<file path="src/rtl/fsm_state_tracker_if.sv">
// Transition-log channel of fsm_state_tracker: head record, valid/ready handshake,
// occupancy and sticky overflow flag.
interface fsm_state_tracker_if #(
    parameter int unsigned STATE_W = 4,
    parameter int unsigned CNT_W   = 8,
    parameter int unsigned DEPTH   = 8
);
    localparam int unsigned OCC_W = $clog2(DEPTH) + 1;

    logic               out_valid;
    logic               out_ready;
    logic [STATE_W-1:0] out_state;
    logic [CNT_W-1:0]   out_dwell;
    logic [OCC_W-1:0]   count;
    logic               overflow;

    modport master (
        output out_valid,
        output out_state,
        output out_dwell,
        output count,
        output overflow,
        input  out_ready
    );

    modport slave (
        input  out_valid,
        input  out_state,
        input  out_dwell,
        input  count,
        input  overflow,
        output out_ready
    );
endinterface

</file>
<file path="src/rtl/fsm_state_tracker.sv">
// Samples an FSM state bus, measures per-state dwell and logs {state, dwell} per change
// into a FWFT FIFO. Define STATE_TRACKER_SAT_EN to saturate the dwell counter instead of wrapping.
module fsm_state_tracker #(
    parameter int unsigned STATE_W = 4,
    parameter int unsigned CNT_W   = 8,
    parameter int unsigned DEPTH   = 8
) (
    input  logic                clk,
    input  logic                reset,
    input  logic [STATE_W-1:0]  state_in,
    fsm_state_tracker_if.master rec
);
    localparam int unsigned PTR_W = $clog2(DEPTH);
    localparam int unsigned OCC_W = PTR_W + 1;
    localparam logic [OCC_W-1:0] OCC_FULL = OCC_W'(DEPTH);

    logic               primed;
    logic [STATE_W-1:0] prev_state;
    logic [CNT_W-1:0]   dwell;

    logic [STATE_W-1:0] mem_state [DEPTH];
    logic [CNT_W-1:0]   mem_dwell [DEPTH];
    logic [PTR_W-1:0]   wr_ptr;
    logic [PTR_W-1:0]   rd_ptr;
    logic [OCC_W-1:0]   occ;
    logic               overflow;

    logic               change_c;
    logic               pop_c;
    logic               full_c;
    logic               accept_c;
    logic               drop_c;
    logic [CNT_W-1:0]   dwell_inc_c;
    logic [OCC_W-1:0]   occ_next_c;

    // Push/pop decisions; a full FIFO still accepts a push when the head leaves the same edge.
    always_comb begin
        change_c = primed && (state_in != prev_state);
        pop_c    = (occ != '0) && rec.out_ready;
        full_c   = (occ == OCC_FULL);
        accept_c = change_c && (!full_c || pop_c);
        drop_c   = change_c && full_c && !pop_c;
`ifdef STATE_TRACKER_SAT_EN
        dwell_inc_c = (dwell == '1) ? dwell : dwell + CNT_W'(1);
`else
        dwell_inc_c = dwell + CNT_W'(1);
`endif
        occ_next_c = occ;
        if (accept_c && !pop_c) begin
            occ_next_c = occ + OCC_W'(1);
        end else if (pop_c && !accept_c) begin
            occ_next_c = occ - OCC_W'(1);
        end
    end

    always_ff @(posedge clk) begin
        if (reset) begin
            primed     <= 1'b0;
            prev_state <= '0;
            dwell      <= '0;
            wr_ptr     <= '0;
            rd_ptr     <= '0;
            occ        <= '0;
            overflow   <= 1'b0;
            for (int unsigned i = 0; i < DEPTH; i++) begin
                mem_state[PTR_W'(i)] <= '0;
                mem_dwell[PTR_W'(i)] <= '0;
            end
        end else begin
            // Sampling never stalls on backpressure.
            if (!primed) begin
                primed     <= 1'b1;
                prev_state <= state_in;
                dwell      <= CNT_W'(1);
            end else if (change_c) begin
                prev_state <= state_in;
                dwell      <= CNT_W'(1);
            end else begin
                dwell      <= dwell_inc_c;
            end

            if (accept_c) begin
                mem_state[wr_ptr] <= prev_state;
                mem_dwell[wr_ptr] <= dwell;
                wr_ptr            <= wr_ptr + PTR_W'(1);
            end
            if (pop_c) begin
                rd_ptr <= rd_ptr + PTR_W'(1);
            end
            occ <= occ_next_c;
            if (drop_c) begin
                overflow <= 1'b1;
            end
        end
    end

    assign rec.out_valid = (occ != '0);
    assign rec.count     = occ;
    assign rec.overflow  = overflow;
    assign rec.out_state = mem_state[rd_ptr];
    assign rec.out_dwell = mem_dwell[rd_ptr];
endmodule

</file>
<file path="src/flat_wrapper.sv">
// flat-port wrapper written by rule: the top's interface ports become plain ports
module fsm_state_tracker_flat 
#(
    parameter int unsigned STATE_W = 4,
    parameter int unsigned CNT_W   = 8,
    parameter int unsigned DEPTH   = 8
)
  (clk, reset, state_in, rec_out_valid, rec_out_state, rec_out_dwell, rec_count, rec_overflow, rec_out_ready);
  fsm_state_tracker_if #(.STATE_W(STATE_W), .CNT_W(CNT_W), .DEPTH(DEPTH)) rec_i ();
  input  logic clk;
  input  logic reset;
  input  logic [STATE_W-1:0] state_in;
  output wire logic [$bits(rec_i.out_valid)-1:0] rec_out_valid;
  output wire logic [$bits(rec_i.out_state)-1:0] rec_out_state;
  output wire logic [$bits(rec_i.out_dwell)-1:0] rec_out_dwell;
  output wire logic [$bits(rec_i.count)-1:0] rec_count;
  output wire logic [$bits(rec_i.overflow)-1:0] rec_overflow;
  input wire logic [$bits(rec_i.out_ready)-1:0] rec_out_ready;
  assign rec_out_valid = rec_i.out_valid;
  assign rec_out_state = rec_i.out_state;
  assign rec_out_dwell = rec_i.out_dwell;
  assign rec_count = rec_i.count;
  assign rec_overflow = rec_i.overflow;
  assign rec_i.out_ready = rec_out_ready;
  fsm_state_tracker #(.STATE_W(STATE_W), .CNT_W(CNT_W), .DEPTH(DEPTH)) u_core (.clk(clk), .reset(reset), .state_in(state_in), .rec(rec_i));
endmodule
</file>
<file path="config.mk">
export PLATFORM = sky130hd
export DESIGN_NAME = fsm_state_tracker_flat
export DESIGN_NICKNAME = d
export VERILOG_FILES = /design/src/rtl/fsm_state_tracker_if.sv /design/src/rtl/fsm_state_tracker.sv /design/src/flat_wrapper.sv
export SDC_FILE = /design/constraint.sdc
export NUM_CORES = 1
export LEC_CHECK = 0
export ABC_AREA = 0
export BUFFER_PORTS_ARGS = -buffer_cell sky130_fd_sc_hd__buf_2
export CORE_MARGIN = 4
export CORE_UTILIZATION = 61
export DETAILED_ROUTE_END_ITERATION = 8
export HOLD_SLACK_MARGIN = 0.05
export PLACE_DENSITY = 0.83
export SETUP_SLACK_MARGIN = 0.5
export SYNTH_ARGS = -nofsm -noshare
export SYNTH_HDL_FRONTEND = slang
export SYNTH_SLANG_ARGS = --single-unit
</file>
<file path="constraint.sdc">
create_clock -name clk -period 3.13 [get_ports clk]
set_clock_uncertainty 0.2 [all_clocks]
set_input_delay 0.313 -clock clk [delete_from_list [all_inputs] [get_ports clk]]
set_output_delay 0.313 -clock clk [all_outputs]
set_load 0.03 [all_outputs]
</file>
==> qor.yml <==
placement.io_buffers: 24
power.internal_mw: 3.81
synth-seq-cells: 123
first_pass_grt_wire_length_um: 19300
ys_warn_count: 0
synth_top_cells_by_count: "nor2_1 (116), edfxtp_1 (96), dfxtp_1 (27), nand2_1 (27), mux4_2 (24)"
placement.cell_area_um2: 5620
final_core_utilization: 0.775
post_synth_inst_count: 403
drv.max_cap_violation_count: 0
most_used_flip_flop_cell_after_synthesis: "edfxtp_1"
drive_gt1_frac: 0.288
design.core.area_um2: 8380
antenna_violations_before_repair: 0
yosys.cell_count.top_type: "nor2_1"
final_count_of_pins_violating_max_slew: 0
worst_ep_required_time_ns: 2.62
placementRows: 33
cts_sinks: 123
globalplace.congestion: 0.811
first_pass_iters: 5
critPathLaunchType: "flop"
dieWidth_um: 102
maximum_buffer_depth_of_the_clock_tree: 2
timing.hold.ws_ns: 0.125
cts-root-buf: "clkbuf_8"
power.density_nw_per_um2: 821
power.share.switching: 0.285
post-synth-top-area-cell: "edfxtp_1"
initial_core_util: 0.638
grt_pass1_vias: 3594
design.die.area_um2: 10300
critical_path.max_fanout: 6
power.share.clock: 0.373
final.min_clock_period_ns: 2.63
cellLeakagePower_nw: 2.38
grt_usage: 0.257
clk-insertion-delay-late_ns: 0.52
area.sequential_um2: 3440
ys_async_sr_fraction: 0
post_synth_edffs: 96
timing.setup.critical_path_class: "flop to primary output"
wirelength_um: 13400
mapped_cell_area_um2: 5340
clk_transition_reported_paths_ns: 0.06
hold_violations: 0
setup_tns_ns: 0
insertedDiodeCount: 0
power.sequential.fraction: 0.375
place.detailed.instances: 520
final_instance_area_um2: 6500
status: "finished, final reports clean"
worst_hold_startpoint: "state_in[3]"
worst_slew_pin_slew_ns: 0.713
preCtsSetupSlack_ns: 0.304
power_mw: 5.33
worst_slew_margin_rel: 0.524
max_freq_mhz: 381
route.detailed.vias_per_inst: 6.34
reg2reg_from: "u_core.prev_state[1]"
hold_class: "input port to flop"
detail_route.drc_violations: 0
design.final.nets: 467
synth_top_area_frac: 0.539
netlist_top_cells_area: "edfxtp_1 (54%), dfxtp_1 (10%), mux4_2 (10%)"
largest_net_degree_at_the_start_of_global_routing: 30
synthesis.area_per_instance_um2: 13.3
remaining_antenna_violation_count: 0
grt_overflow: 0
ios: 25
final_critical_path_setup_slack_ns: 0.503
die_h_um: 102
rsz_0062_raised_after_global_routing: "yes"
ys_seq_area_frac: 0.641
worst-endpoint-arrival_ns: 2.11
finalCritPeriodShare: 0.839
netSwitchingPower_mw: 1.52
cts.htree.levels: 4
p_comb_frac: 0.252
nFillCells: 455
synthesis.nets: 417
cp-end-kind: "primary output"
yosysUniqueCellTypes: 34
dr.first_iter.drc_count: 449
routed-via-count: 3621
max-vdd-ir-drop_mv: 0.558
report.final.setup_viol: 0
route.detailed.wl_per_inst_um: 23.6
tritoncts.num_buffers: 17
detailedPlacementHpwl_um: 6940
final_cells: 571
area_growth_pct: 21.6
tritoncts_clock_tree: "built"
multi_input_comb_area_um2: 1860
kinds of logic (layout without fill, tap and decap cells):
family | after synthesis | count (layout) | synth area share
and+or+nand+nor | 170 | 170 | 0.131
adders and majority gates | 7 | 7 | 0.0178
AOI/OAI and AO/OA | 19 | 19 | 0.0300
buffers and inverters | 31 | 94 | 0.0251
DFF | 123 | 123 | 0.641
muxes | 39 | 39 | 0.133
xor gates and xnor gates | 14 | 14 | 0.0229
metal layers:
| layer | wire length [um] | track usage | share of wire | vias to the layer above |
|---|---|---|---|---|
| met4 | 422 | 0.0879 | 0.031 | 0 |
| met1 | 4810 | 0.328 | 0.36 | 1775 |
| met2 | 6940 | 0.430 | 0.52 | 249 |
| met5 | 0 | 0 | 0 | - |
| li1 | - | - | - | 1557 |
| met3 | 1270 | 0.0654 | 0.094 | 40 |
registers in the layout, indices dropped and copies added (netlist names), named ones only:
name                 count
u_core.wr_ptr            3
u_core.dwell             8
u_core.rec.count         4
u_core.primed            1
u_core.prev_state        4
u_core.rec.overflow      1
u_core.mem_dwell        64
u_core.rd_ptr            3
u_core.mem_state        32
what timing repair did:
action,CTS,global route
hold endpoints to repair,13,0
hold buffers,10,0
gates resized for setup,3,22
endpoints found under the setup margin,13,13
pin swaps,2,2
buffers inserted,2,4
cloned,0,3
layout make-up:
cell class	count	share of cell area
Tap cell	105	0.0202
Timing Repair Buffer	56	0.0697
Sequential cell	123	0.529
Multi-Input combinational cell	249	0.286
Inverter	6	0.00347
Clock buffer	18	0.0643
Clock inverter	14	0.0271
cell usage in the layout (no fill, tap or decap), types with 5 or more instances in the layout:
master	synthesis	layout
nor2_1	116	116
edfxtp_1	96	96
nand2_1	27	26
mux4_2	24	24
buf_4	1	22
dfxtp_1	27	21
buf_2	11	19
clkbuf_16	0	18
mux2_2	14	12
dlygate4sd3_1	0	10
nand4_1	7	7
xor2_1	7	7
a41o_1	6	6
nor2b_1	6	6
inv_1	6	5
nand3_1	5	5
power by group through the flow:
stage | combinational [mW] | sequential [mW] | clock, mW
global route | 1.43 | 2.01 | 2.07
floorplan | 0.871 | 2.01 | 0
finish | 1.34 | 2.00 | 1.99
global placement | 1.13 | 1.99 | 0
CTS | 1.19 | 1.97 | 1.98
detailed placement | 1.15 | 2.00 | 0
worst paths after layout:
path                          to  slack (ns)  depth (start not counted)
max reg2reg  u_core.rec.count[3]        0.53                         10
min reg2reg  u_core.rec.overflow        0.26                          1
max             rec_out_state[2]        0.50                          4
min              u_core.dwell[0]        0.13                          5
critical path, stage by stage, from the launching register on:
cell and delay (ns):
dfxtp_4 0.41, buf_12 0.15, mux4_2 0.55, mux2_4 0.30
buf_4 0.17
Power figures use the tool's default switching activity.
